===== src/rtl/result_writeback_pkg.sv =====
`default_nettype none
// ============================================================================
// Module      : result_writeback_pkg
// Description : Shared types for the result writeback stage: condition /
//               exception flags, the CR0 field and the writeback record.
// Revision    : 1.0 - initial release
// ============================================================================
package result_writeback_pkg;

    localparam int c_RS_ID_W    = 5;
    localparam int c_REG_ADDR_W = 5;
    localparam int c_DATA_W     = 32;

    typedef struct packed {
        logic cr0_valid;
        logic ov;
        logic ov_valid;
        logic ca;
        logic ca_valid;
    } cond_exception_t;

    typedef struct packed {
        logic lt;
        logic gt;
        logic eq;
        logic so;
    } cr0_t;

    typedef struct packed {
        logic [c_RS_ID_W-1:0]    rs_id;
        logic [c_REG_ADDR_W-1:0] reg_addr;
        logic [0:c_DATA_W-1]     data;
        logic                    cr0_we;
        cr0_t                    cr0;
        cond_exception_t         xer;
    } wb_record_t;

    // Bit 0 of the result word is the sign bit.
    function automatic cr0_t calc_cr0(input logic [0:c_DATA_W-1] r, input logic so);
        cr0_t c;
        c.lt = r[0];
        c.eq = (r == '0);
        c.gt = ~r[0] & (r != '0);
        c.so = so;
        return c;
    endfunction

endpackage
`default_nettype wire


===== src/rtl/result_writeback_rr_arbiter.sv =====
`default_nettype none
// ============================================================================
// Module      : result_writeback_rr_arbiter
// Description : Round-robin arbiter; searches upward from the pointer with
//               wrap-around and moves the pointer past the winner on advance.
// Revision    : 1.0 - initial release
// ============================================================================
module result_writeback_rr_arbiter
    import result_writeback_pkg::*;
#(
    parameter  int NUM_REQ = 4,
    localparam int c_IDX_W = (NUM_REQ > 1) ? $clog2(NUM_REQ) : 1
) (
    input  logic               clk,
    input  logic               rst,
    input  logic [0:NUM_REQ-1] req,
    input  logic               advance,
    output logic [0:NUM_REQ-1] grant,
    output logic [c_IDX_W-1:0] grant_idx
);

    logic [c_IDX_W-1:0] r_ptr;
    logic               w_found;
    int                 w_cand;

    always_comb begin
        grant     = '0;
        grant_idx = '0;
        w_found   = 1'b0;
        w_cand    = 0;
        for (int i = 0; i < NUM_REQ; i++) begin
            w_cand = (int'(r_ptr) + i) % NUM_REQ;
            if (!w_found && req[c_IDX_W'(w_cand)]) begin
                w_found                  = 1'b1;
                grant[c_IDX_W'(w_cand)]  = 1'b1;
                grant_idx                = c_IDX_W'(w_cand);
            end
        end
    end

    always_ff @(posedge clk or negedge rst) begin
        if (!rst) begin
            r_ptr <= '0;
        end else if (advance) begin
            r_ptr <= (grant_idx == c_IDX_W'(NUM_REQ - 1)) ? '0 : grant_idx + 1'b1;
        end
    end

endmodule
`default_nettype wire


===== src/rtl/result_writeback.sv =====
`default_nettype none
// ============================================================================
// Module      : result_writeback
// Description : Round-robin collector of execution-unit results; derives CR0
//               and XER updates and presents one registered writeback record.
//               Optional macro WB_SKID_BUFFER_EN adds a 1-entry skid register.
// Revision    : 1.0 - initial release
// ============================================================================
module result_writeback
    import result_writeback_pkg::*;
#(
    parameter int NUM_UNITS   = 4,
    parameter int RS_ID_WIDTH = 5
) (
    input  logic                   clk,
    input  logic                   rst,
    input  logic [0:NUM_UNITS-1]   unit_valid,
    output logic [0:NUM_UNITS-1]   unit_ready,
    input  logic [RS_ID_WIDTH-1:0] unit_rs_id    [NUM_UNITS],
    input  logic [4:0]             unit_reg_addr [NUM_UNITS],
    input  logic [0:31]            unit_result   [NUM_UNITS],
    input  cond_exception_t        unit_cr0_xer  [NUM_UNITS],
    input  logic                   xer_so,
    output logic                   wb_valid,
    input  logic                   wb_ready,
    output logic [RS_ID_WIDTH-1:0] wb_rs_id,
    output logic [4:0]             wb_reg_addr,
    output logic [0:31]            wb_data,
    output logic                   wb_cr0_we,
    output cr0_t                   wb_cr0,
    output cond_exception_t        wb_xer
);

    localparam int c_IDX_W = (NUM_UNITS > 1) ? $clog2(NUM_UNITS) : 1;

    logic                 w_stage_en;
    logic                 w_arb_en;
    logic                 w_held_ov;
    logic                 w_transfer;
    logic                 w_so_eff;
    logic [0:NUM_UNITS-1] w_req;
    logic [0:NUM_UNITS-1] w_grant;
    logic [c_IDX_W-1:0]   w_grant_idx;
    wb_record_t           w_rec;
    wb_record_t           r_wb;
    logic                 r_wb_valid;

    assign w_stage_en = ~r_wb_valid | wb_ready;

`ifdef WB_SKID_BUFFER_EN
    wb_record_t r_skid;
    logic       r_skid_valid;

    // Ready depends only on skid occupancy, never on wb_ready.
    assign w_arb_en  = ~r_skid_valid;
    assign w_held_ov = (r_wb_valid & r_wb.xer.ov_valid & r_wb.xer.ov)
                     | (r_skid_valid & r_skid.xer.ov_valid & r_skid.xer.ov);
`else
    assign w_arb_en  = w_stage_en;
    assign w_held_ov = r_wb_valid & r_wb.xer.ov_valid & r_wb.xer.ov;
`endif

    assign w_req      = unit_valid & {NUM_UNITS{w_arb_en & rst}};
    assign unit_ready = w_grant;
    assign w_transfer = |(unit_valid & w_grant);

    result_writeback_rr_arbiter #(
        .NUM_REQ   (NUM_UNITS)
    ) u_arb (
        .clk       (clk),
        .rst       (rst),
        .req       (w_req),
        .advance   (w_transfer),
        .grant     (w_grant),
        .grant_idx (w_grant_idx)
    );

    // The record being accepted; SO also sees an OV still waiting to reach XER.
    always_comb begin
        w_rec          = '0;
        w_rec.rs_id    = c_RS_ID_W'(unit_rs_id[w_grant_idx]);
        w_rec.reg_addr = unit_reg_addr[w_grant_idx];
        w_rec.data     = unit_result[w_grant_idx];
        w_rec.xer      = unit_cr0_xer[w_grant_idx];
        w_rec.cr0_we   = w_rec.xer.cr0_valid;
        w_so_eff       = xer_so | (w_rec.xer.ov_valid & w_rec.xer.ov) | w_held_ov;
        w_rec.cr0      = calc_cr0(w_rec.data, w_so_eff);
    end

`ifdef WB_SKID_BUFFER_EN
    always_ff @(posedge clk or negedge rst) begin
        if (!rst) begin
            r_wb_valid   <= 1'b0;
            r_wb         <= '0;
            r_skid_valid <= 1'b0;
            r_skid       <= '0;
        end else if (w_stage_en) begin
            if (r_skid_valid) begin
                r_wb         <= r_skid;
                r_wb_valid   <= 1'b1;
                r_skid_valid <= 1'b0;
            end else if (w_transfer) begin
                r_wb       <= w_rec;
                r_wb_valid <= 1'b1;
            end else begin
                r_wb_valid <= 1'b0;
            end
        end else if (w_transfer) begin
            r_skid       <= w_rec;
            r_skid_valid <= 1'b1;
        end
    end
`else
    always_ff @(posedge clk or negedge rst) begin
        if (!rst) begin
            r_wb_valid <= 1'b0;
            r_wb       <= '0;
        end else if (w_transfer) begin
            r_wb       <= w_rec;
            r_wb_valid <= 1'b1;
        end else if (w_stage_en) begin
            r_wb_valid <= 1'b0;
        end
    end
`endif

    assign wb_valid    = r_wb_valid;
    assign wb_rs_id    = RS_ID_WIDTH'(r_wb.rs_id);
    assign wb_reg_addr = r_wb.reg_addr;
    assign wb_data     = r_wb.data;
    assign wb_cr0_we   = r_wb.cr0_we;
    assign wb_cr0      = r_wb.cr0;
    assign wb_xer      = r_wb.xer;

endmodule
`default_nettype wire


===== config.mk =====
export PLATFORM = sky130hd
export DESIGN_NAME = result_writeback
export DESIGN_NICKNAME = d
export VERILOG_FILES = /design/src/rtl/result_writeback_pkg.sv /design/src/rtl/result_writeback_rr_arbiter.sv /design/src/rtl/result_writeback.sv
export SDC_FILE = /design/constraint.sdc
export NUM_CORES = 1
export LEC_CHECK = 0
export CORE_MARGIN = 1
export CORE_UTILIZATION = 39
export DETAILED_ROUTE_END_ITERATION = 8
export GPL_ROUTABILITY_DRIVEN = 0
export HOLD_SLACK_MARGIN = 0.15
export PLACE_DENSITY = 0.86
export SLEW_MARGIN = 15
export SYNTH_ARGS = -nofsm -noshare
export SYNTH_HDL_FRONTEND = slang
export SYNTH_HIERARCHICAL = 1
export SYNTH_SLANG_ARGS = --single-unit

===== constraint.sdc =====
create_clock -name clk -period 8.4 [get_ports clk]
set_input_delay 2.52 -clock clk [delete_from_list [all_inputs] [get_ports clk]]
set_output_delay 2.52 -clock clk [all_outputs]
set_load 0.01 [all_outputs]

; ---- After elaboration in Yosys (flattened, before gate mapping)
; Index checks and enable logic that the tools add are counted.
[totals]
reg_bits = 54
wordCells = 108
[op_classes]
bitwise = 20
n_addsub = 4
magnitude_cmp = 9
eq_ne = 1
muxes = 46
n_reduce_logical = 14
[ops]
columns = cell, n
row1 = 32-bit binary-select mux with 2-bit select, 1
row2 = 32-bit 2-to-1 mux, 2
row3 = 32-bit zero test, 1
row4 = 32-bit nonzero test, 1
row5 = 5-bit binary-select mux with 2-bit select, 3
row6 = 5-bit 2-to-1 mux, 6
row7 = 1-bit 2-to-1 mux, 17
row8 = 4-bit 2-to-1 mux, 4
row9 = 2-bit by 3-bit >= comparator with 1-bit output (second input constant), 4
row10 = 4-bit OR, 3
row11 = 2-bit 2-to-1 mux, 5
row12 = 4-bit AND, 2
row13 = 1-bit binary-select mux with 2-bit select, 4
row14 = 1-bit demux with 2-bit select, 4
row15 = 2-bit by 1-bit less-than comparator with 1-bit output (second input constant), 4
row16 = 2-bit NOT, 4
row17 = 1-bit logical AND, 7
row18 = 1-bit AND, 5
row19 = 2-bit by 1-bit adder with 2-bit output (second input constant), 2
row20 = 2-bit adder (second input constant), 2
row21 = 4-bit OR reduction, 1
row22 = 3-bit >= comparator (second input constant), 1
row23 = 1-bit zero test, 3
row24 = 2-bit NOT with 3-bit output, 1
row25 = 4 further kinds, 7

; ---- Depth between registers and ports, before layout
; Gate-level depths: netlist (run 1).
[logic_depth]
ltp_word = 24
mapped_depth = 14
mapped_depth_nobuf = 12

; ---- Hierarchy
; Netlist (run 1), hierarchy kept.
[by_module_without_submodules]
columns = mod, area_per_inst_um2, cells_per_inst, n_inst, seq_area_each_um2
row1 = result_writeback, 3156.8, 191, 1, 1276.2
row2 = result_writeback_rr_arbiter, 551.8, 63, 1, 50.0

; ---- Worst setup path before layout (run 1)
; Ideal clock, no wire load.
[synth_path]
path_kind = input port to output port
startpoint = input wb_ready
endpoint = output unit_ready[0] (netlist bit)
path_buffers = 0
required_time_ns = 5.880
stages = 6
arrival_time_ns = 4.086
slack_ns = 1.794
cell_sequence = nand2b_1 -> and3_1 -> mux4_2 -> nor2b_1 -> a22oi_1 -> o21ai_0
[synth_via]
elab_chain_cells = 16
elab_cells_between_ends = 31
cone_classes = 19 x mux / 6 x bitwise / 6 x reduce/logical
[synth_rtl]
columns = item, line_no
row1 = from (decl), result_writeback.sv:25  ; input logic wb_ready,
row2 = 1-bit OR (*), result_writeback.sv:48  ; assign w_stage_en = ~r_wb_valid | wb_ready;
row3 = 1-bit AND (*), result_writeback.sv:63  ; assign w_req = unit_valid & {NUM_UNITS{w_arb_en & rst}};
row4 = 4-bit AND (*), result_writeback.sv:63
row5 = net w_req (one bit), result_writeback.sv:41  ; logic [0:NUM_UNITS-1] w_req;
row6 = 1-bit binary-select mux with 2-bit select, result_writeback_rr_arbiter.sv:33  ; if (!w_found && req[c_IDX_W'(w_cand)]) begin
row7 = 1-bit 2-to-1 mux (implied by the code) (2 in series), result_writeback_rr_arbiter.sv:33
row8 = 1-bit 2-to-1 mux, result_writeback_rr_arbiter.sv:33
row9 = 1-bit zero test, result_writeback_rr_arbiter.sv:33
row10 = 1-bit logical AND, result_writeback_rr_arbiter.sv:33
row11 = 1-bit 2-to-1 mux, result_writeback_rr_arbiter.sv:33
row12 = 1-bit zero test, result_writeback_rr_arbiter.sv:33
row13 = 1-bit logical AND, result_writeback_rr_arbiter.sv:33
row14 = 1-bit 2-to-1 mux, result_writeback_rr_arbiter.sv:33
row15 = 1-bit zero test, result_writeback_rr_arbiter.sv:33
row16 = 1-bit logical AND, result_writeback_rr_arbiter.sv:33
row17 = 4-bit 2-to-1 mux (*), result_writeback_rr_arbiter.sv:33
row18 = to (decl), result_writeback.sv:18  ; output logic [0:NUM_UNITS-1] unit_ready,
; Mark *: on every way through the listed nets, which the timed path passes. The rest lies on a longest branch. The select of a mux whose other input is x is not followed.

; ---- Worst setup path in the final report (run 1)
[layout_path]
startpoint = input wb_ready
endpoint = output unit_ready[2] (netlist bit)
; Same word-level chain as after synthesis.

==> results.toml, run 1 <==
[sta]
fin_skew_ps = 7.33
rsz0062_at_grt = "no"
fin_hold_ws_ps = 514
setup_viol = 0
fmax_mhz = 129
min_period_ps = 7740
slew-limit-headroom_pct = 38.0
tightest_slew_ps = 928
hold_viol = 0
tns_ps = 0
fin_crit_sh_pct = 92.1
maxSlewViolCount = 0
timing.final.ws_setup_ps = 662

[global_routing]
grt_pass1_wl_mm = 19.6
grt_max_degree = 54
antenna_found_initial = 0
grt_pass1_vias = 3850
grt_use_total_pct = 26.0
grt_overflow_total = 0

[pwr]
p_leak_nw = 2.44
pwr_density_cell_nw_per_um2 = 379
vdd_drop_max_mv = 0.209

[route]
via_count = 3440
drt_iter0_drc = 118
wl_mm = 12.3
wl_per_cell_um = 19.7
drtPass1Iterations = 4
drc = 0
ant_nets = 0
viasPerCell = 5.48

[synthesis]
synth_top_flop_cell = "dfrtp_1"
yosys-top-cells-area = "dfrtp_1, mux4_2, mux2_2, ha_1, mux4_1"
synth_nets = 458
yosysSeqAreaShare_pct = 35.8
synth_seq_cells = 53
ys_warn_count = 6
synth.avg_cell_area_um2 = 14.6
synth.top_cell.area_share_pct = 35.8
ys_async_sr_fraction_pct = 100
synth_largest_area_cell = "dfrtp_1"
synthesis.area_um2 = 3710
synth_edf_count = 0
synth_cell_type_count = 38
syn_inst = 254

[clock_network]
cts_inserted_buffers = 5
cts_root_buf = "clkbuf_8"
post_cts_resize_count = 0
cts_setup_buffers = 0
cts_max_level = 2
clockBufferDepth = 2
clkLatencyLatePin_ps = 300
clk_transition_reported_paths_ps = 100
hold_buffers = 0
cts.sinks = 53
tritoncts = "done"

[place]
place.port_buffers = 252
hpwl_mm = 10.4
dpl_cell_area_um2 = 6310
dp_slack_ps = 703

[min_path]
hp-start = "wb_data[19]"
hold_depth = 1
hold_path_class = "register to register"

[critical_path]
critPathMaxFanout = 10
path_class = "input pin to output pin"
crit_path_start = "wb_ready"
r2r_cells = 11
worstPathArrival_ps = 5220
crit_path_end_kind = "output pin"
rrSetupSlack_ps = 3630
critPathRequiredTime_ps = 5880
cp-start-kind = "input pin"

[layout]
drive_gt1_share_pct = 23.0
insertedDiodeCount = 0
final_area_um2 = 6440
syn_to_final_growth_pct = 73.5
nets = 702
utilization_pct = 69.7

[floorplanning]
coreArea_um2 = 9240
fp.dieH_um = 99.5
row_count = 35
pin_count = 253
die_w_um = 99.5
start_util_pct = 40.1
die_area_um2 = 9900

[outcome]
status = "finished clean"

[run]
maxCapViolations = 0
registers in the layout, summed over array words and instances (netlist names), named ones only:
signal	count
u_arb/r_ptr	1
wb_cr0	3
wb_data	32
wb_reg_addr	5
wb_rs_id	5
wb_valid	1
wb_xer	5
through the flow:
step                      cells  total power (W)
after global routing        628          0.00260
after floorplan             254          0.00168
after global placement      620          0.00225
after CTS                   628          0.00247
after detailed placement    620          0.00228
final                       628          0.00244
layout make-up:
| class | instances | area [um2] |
|---|---|---|
| well taps | 129 | 161 |
| flip-flops and latches | 53 | 1330 |
| inverters | 6 | 22.5 |
| repair buffers | 255 | 2540 |
| clock inverters | 2 | 37.5 |
| clock buffers | 6 | 82.6 |
| multi-input cells | 177 | 2270 |
| fillers | 669 | 2800 |
final timing paths:
kind / to
max in group asynchronous: wb_rs_id[1]
min in group asynchronous: wb_data[0]
hold / removal: wb_data[19]
setup reg to reg: wb_cr0[1]
hold reg to reg: wb_data[19]
setup / recovery: unit_ready[2]
kinds of logic after synthesis:
| group | Yosys count | share of synthesized area, % |
|---|---|---|
| fa+ha+maj | 8 | 2.70 |
| mux | 103 | 47.0 |
| compound gates | 24 | 4.72 |
| buf+inv | 24 | 3.74 |
| flops | 53 | 35.8 |
| simple gates | 42 | 6.11 |
critical path, stage by stage:
cell	delay (ps)
clkdlybuf4s50_1	380
nand2b_1	200
and3_1	270
mux4_2	610
nor4_1	400
a222oi_1	190
nand2_1	110
clkdlybuf4s50_1	530
synthesized netlist by cell type (2+ instances only):
| cell type | number |
|---|---|
| ha_1 | 8 |
| mux4_2 | 48 |
| nand4_1 | 2 |
| nor4_1 | 8 |
| a31oi_1 | 2 |
| buf_1 | 4 |
| a21oi_1 | 2 |
| clkbuf_1 | 3 |
| mux2_2 | 49 |
| inv_1 | 6 |
| nand3_1 | 4 |
| and3_1 | 5 |
| buf_6 | 2 |
| o211a_1 | 2 |
| buf_4 | 3 |
| mux4_1 | 3 |
| dfrtp_1 | 53 |
| nand2_1 | 7 |
| nor2_1 | 9 |
| mux2i_1 | 3 |
| o21ai_0 | 4 |
| buf_2 | 5 |
| a222oi_1 | 2 |
| a22oi_1 | 6 |
layout by cell type (no fill, tap or decap), types with 2 or more instances in the layout:
master / Yosys / routed
dfrtp_1: 53 / 53
nor4_1: 8 / 8
and3_1: 5 / 5
mux4_1: 3 / 3
buf_4: 3 / 3
nor2_1: 9 / 8
ha_1: 8 / 8
nand2_4: 0 / 2
nand2_1: 7 / 5
inv_1: 6 / 6
a31oi_1: 2 / 2
a21oi_1: 2 / 2
mux2_2: 49 / 49
mux4_2: 48 / 48
nand4_1: 2 / 2
clkbuf_8: 0 / 6
a22oi_1: 6 / 6
a222oi_1: 2 / 2
clkdlybuf4s50_1: 0 / 251
o21ai_0: 4 / 4
nand3_1: 4 / 4
mux2i_1: 3 / 3
o211a_1: 2 / 2
metal layers:
layer | track usage [%] | part of all wire (%) | up-vias
li1 | - | - | 1525
met1 | 30.4 | 38 | 1736
met2 | 48.0 | 55 | 151
met3 | 5.27 | 4.6 | 28
met4 | 7.81 | 2.6 | 0
met5 | 0 | 0 | -
power by group:
part	internal (W)	switching [W]	total, W
registers	0.000397	0.0000881	0.000485
clock network	0.0000970	0.0000832	0.000180
logic	0.00101	0.000768	0.00177
total	0.00150	0.000939	0.00244
No activity file was read; power rests on OpenSTA's default activity.
==> run 2: changes to the inputs <==
--- a/config.mk
+++ b/config.mk
@@ -8,7 +8,6 @@
 export CORE_MARGIN = 1
 export CORE_UTILIZATION = 39
 export DETAILED_ROUTE_END_ITERATION = 8
-export GPL_ROUTABILITY_DRIVEN = 0
 export HOLD_SLACK_MARGIN = 0.15
 export PLACE_DENSITY = 0.86
 export SLEW_MARGIN = 15
==> results.toml, run 2 (same netlist as run 1, synthesis figures left out) <==
[outcome]
status = "finished clean"

[critical_path]
r2r_cells = 11
rr_endpoint = "wb_cr0[1]"
crit_path_end_kind = "output pin"
rrSetupSlack_ps = 3680
path_class = "input pin to output pin"
critPathRequiredTime_ps = 5880
critPathMaxFanout = 10
cp-start-kind = "input pin"
worstPathArrival_ps = 5200

[layout]
final_cell_mix = "clkdlybuf4s50_1, dfrtp_1, mux2_2"
largest_register_ffs = 32
final_common_cell = "clkdlybuf4s50_1"
drive_gt1_share_pct = 22.8
nets = 703
syn_to_final_growth_pct = 72.7
insertedDiodeCount = 0

[pwr]
clock_power_share_pct = 5.8
p_leak_nw = 2.43
p_int_w = 0.00147
pwr_density_cell_nw_per_um2 = 376
vdd_drop_max_mv = 0.235
switching_power_w = 0.000939
combPwrFrac_pct = 74.1
p_sw_share_pct = 39.0
seqPwrFrac_pct = 20.1

[global_routing]
use_met2_pct = 47.5
top_usage_layer = "met2"
gr-usage-met3_pct = 4.64
met1_usage_pct = 30.4
grt_max_degree = 54
grt_pass1_vias = 3778
grt_pass1_wl_mm = 19.3
grt_overflow_total = 0
antenna_found_initial = 0
grt_use_total_pct = 25.8

[sta]
fin_crit_sh_pct = 91.9
min_period_ps = 7720
slew-limit-headroom_pct = 36.1
rsz0062_at_grt = "no"
fin_skew_ps = 2.41
hold_viol = 0
setup_viol = 0
fin_hold_ws_ps = 511
fmax_mhz = 130
maxSlewViolCount = 0
tightest_slew_ps = 956
tns_ps = 0

[route]
drt_iter0_drc = 112
via_count = 3398
drtPass1Iterations = 4
wl_mm = 12.6
viasPerCell = 5.41
drc = 0
ant_nets = 0
wl_per_cell_um = 20.0

[clock_network]
hold_buffers = 0
clockBufferDepth = 2
cts_inserted_buffers = 5
cts.sinks = 53
cts_max_level = 2
cts_setup_buffers = 0
clkLatencyLatePin_ps = 290
post_cts_resize_count = 0
cts_root_buf = "clkbuf_8"
tritoncts = "done"
clk_transition_reported_paths_ps = 90

[floorplanning]
coreArea_um2 = 9240
die_area_um2 = 9900
start_util_pct = 40.1
die_w_um = 99.5
row_count = 35
pin_count = 253
fp.dieH_um = 99.5

[place]
place.gp.congestion = 0.903
hpwl_mm = 10.6
place.port_buffers = 252

[min_path]
whs_endpoint = "wb_data[13]"
hold_depth = 1
hp-start = "wb_data[13]"
hold_path_class = "register to register"

[run]
maxCapViolations = 0
[run 2: changes by cell type in the layout (fill, tap and decap cells not counted)]
cell,change
buf_4,+1
bufinv_16,-1
clkbuf_1,+1
clkinvlp_4,-1
nand2_2,+1
nand2_4,-1
[run 2: worst max path at each step]
stage	start	endpoint	slack (ps)	cells after the start
after floorplan	wb_ready	unit_ready[0]	1790	6
after CTS	wb_ready	unit_ready[2]	710	8
after global placement	wb_ready	unit_ready[1]	810	9
after detailed placement	wb_ready	unit_ready[2]	710	8
after global routing	wb_ready	unit_ready[2]	540	8
final	wb_ready	unit_ready[2]	680	8
[run 2: layout make-up]
class                   count  area, um2
multi-input cells         177       2260
well taps                 129        161
fillers                   683       2840
repair buffers            256       2550
clock buffers               7       86.3
flip-flops and latches     53       1330
inverters                   6       22.5
[run 2: power groups by stage]
stage                     sequential, W  combinational [W]  clock, W
after floorplan                0.000530            0.00115         0
after global placement         0.000480            0.00177         0
after detailed placement       0.000488            0.00180         0
after CTS                      0.000486            0.00181  0.000147
after global routing           0.000505            0.00191  0.000154
final                          0.000483            0.00179  0.000139
[run 2: critical path, stage by stage]
cell and delay (ps):
clkdlybuf4s50_1 390, nand2b_1 200, and3_1 270, mux4_2 600
nor4_1 390, a222oi_1 180, nand2_1 100, clkdlybuf4s50_1 540
[run 2: routing by layer]
metal  vias up  part of all wire (%)  routed length, um
met5         -                     0                  0
met4         0                   2.7                345
li1       1524                     -                  -
met3        25                   4.5                568
met1      1715                    39               4870
met2       134                    54               6810
[run 2: per-stage QoR]
stage,cell area [um2],std cells,util [%],power (W),setup slack [ps]
CTS,6400,628,69.3,0.00244,709
global placement,6320,621,68.4,0.00225,806
detailed placement,6320,621,68.4,0.00229,710
floorplan,3710,254,-,0.00168,1790
global route,6400,628,69.3,0.00256,539
finish,6400,628,69.3,0.00241,683
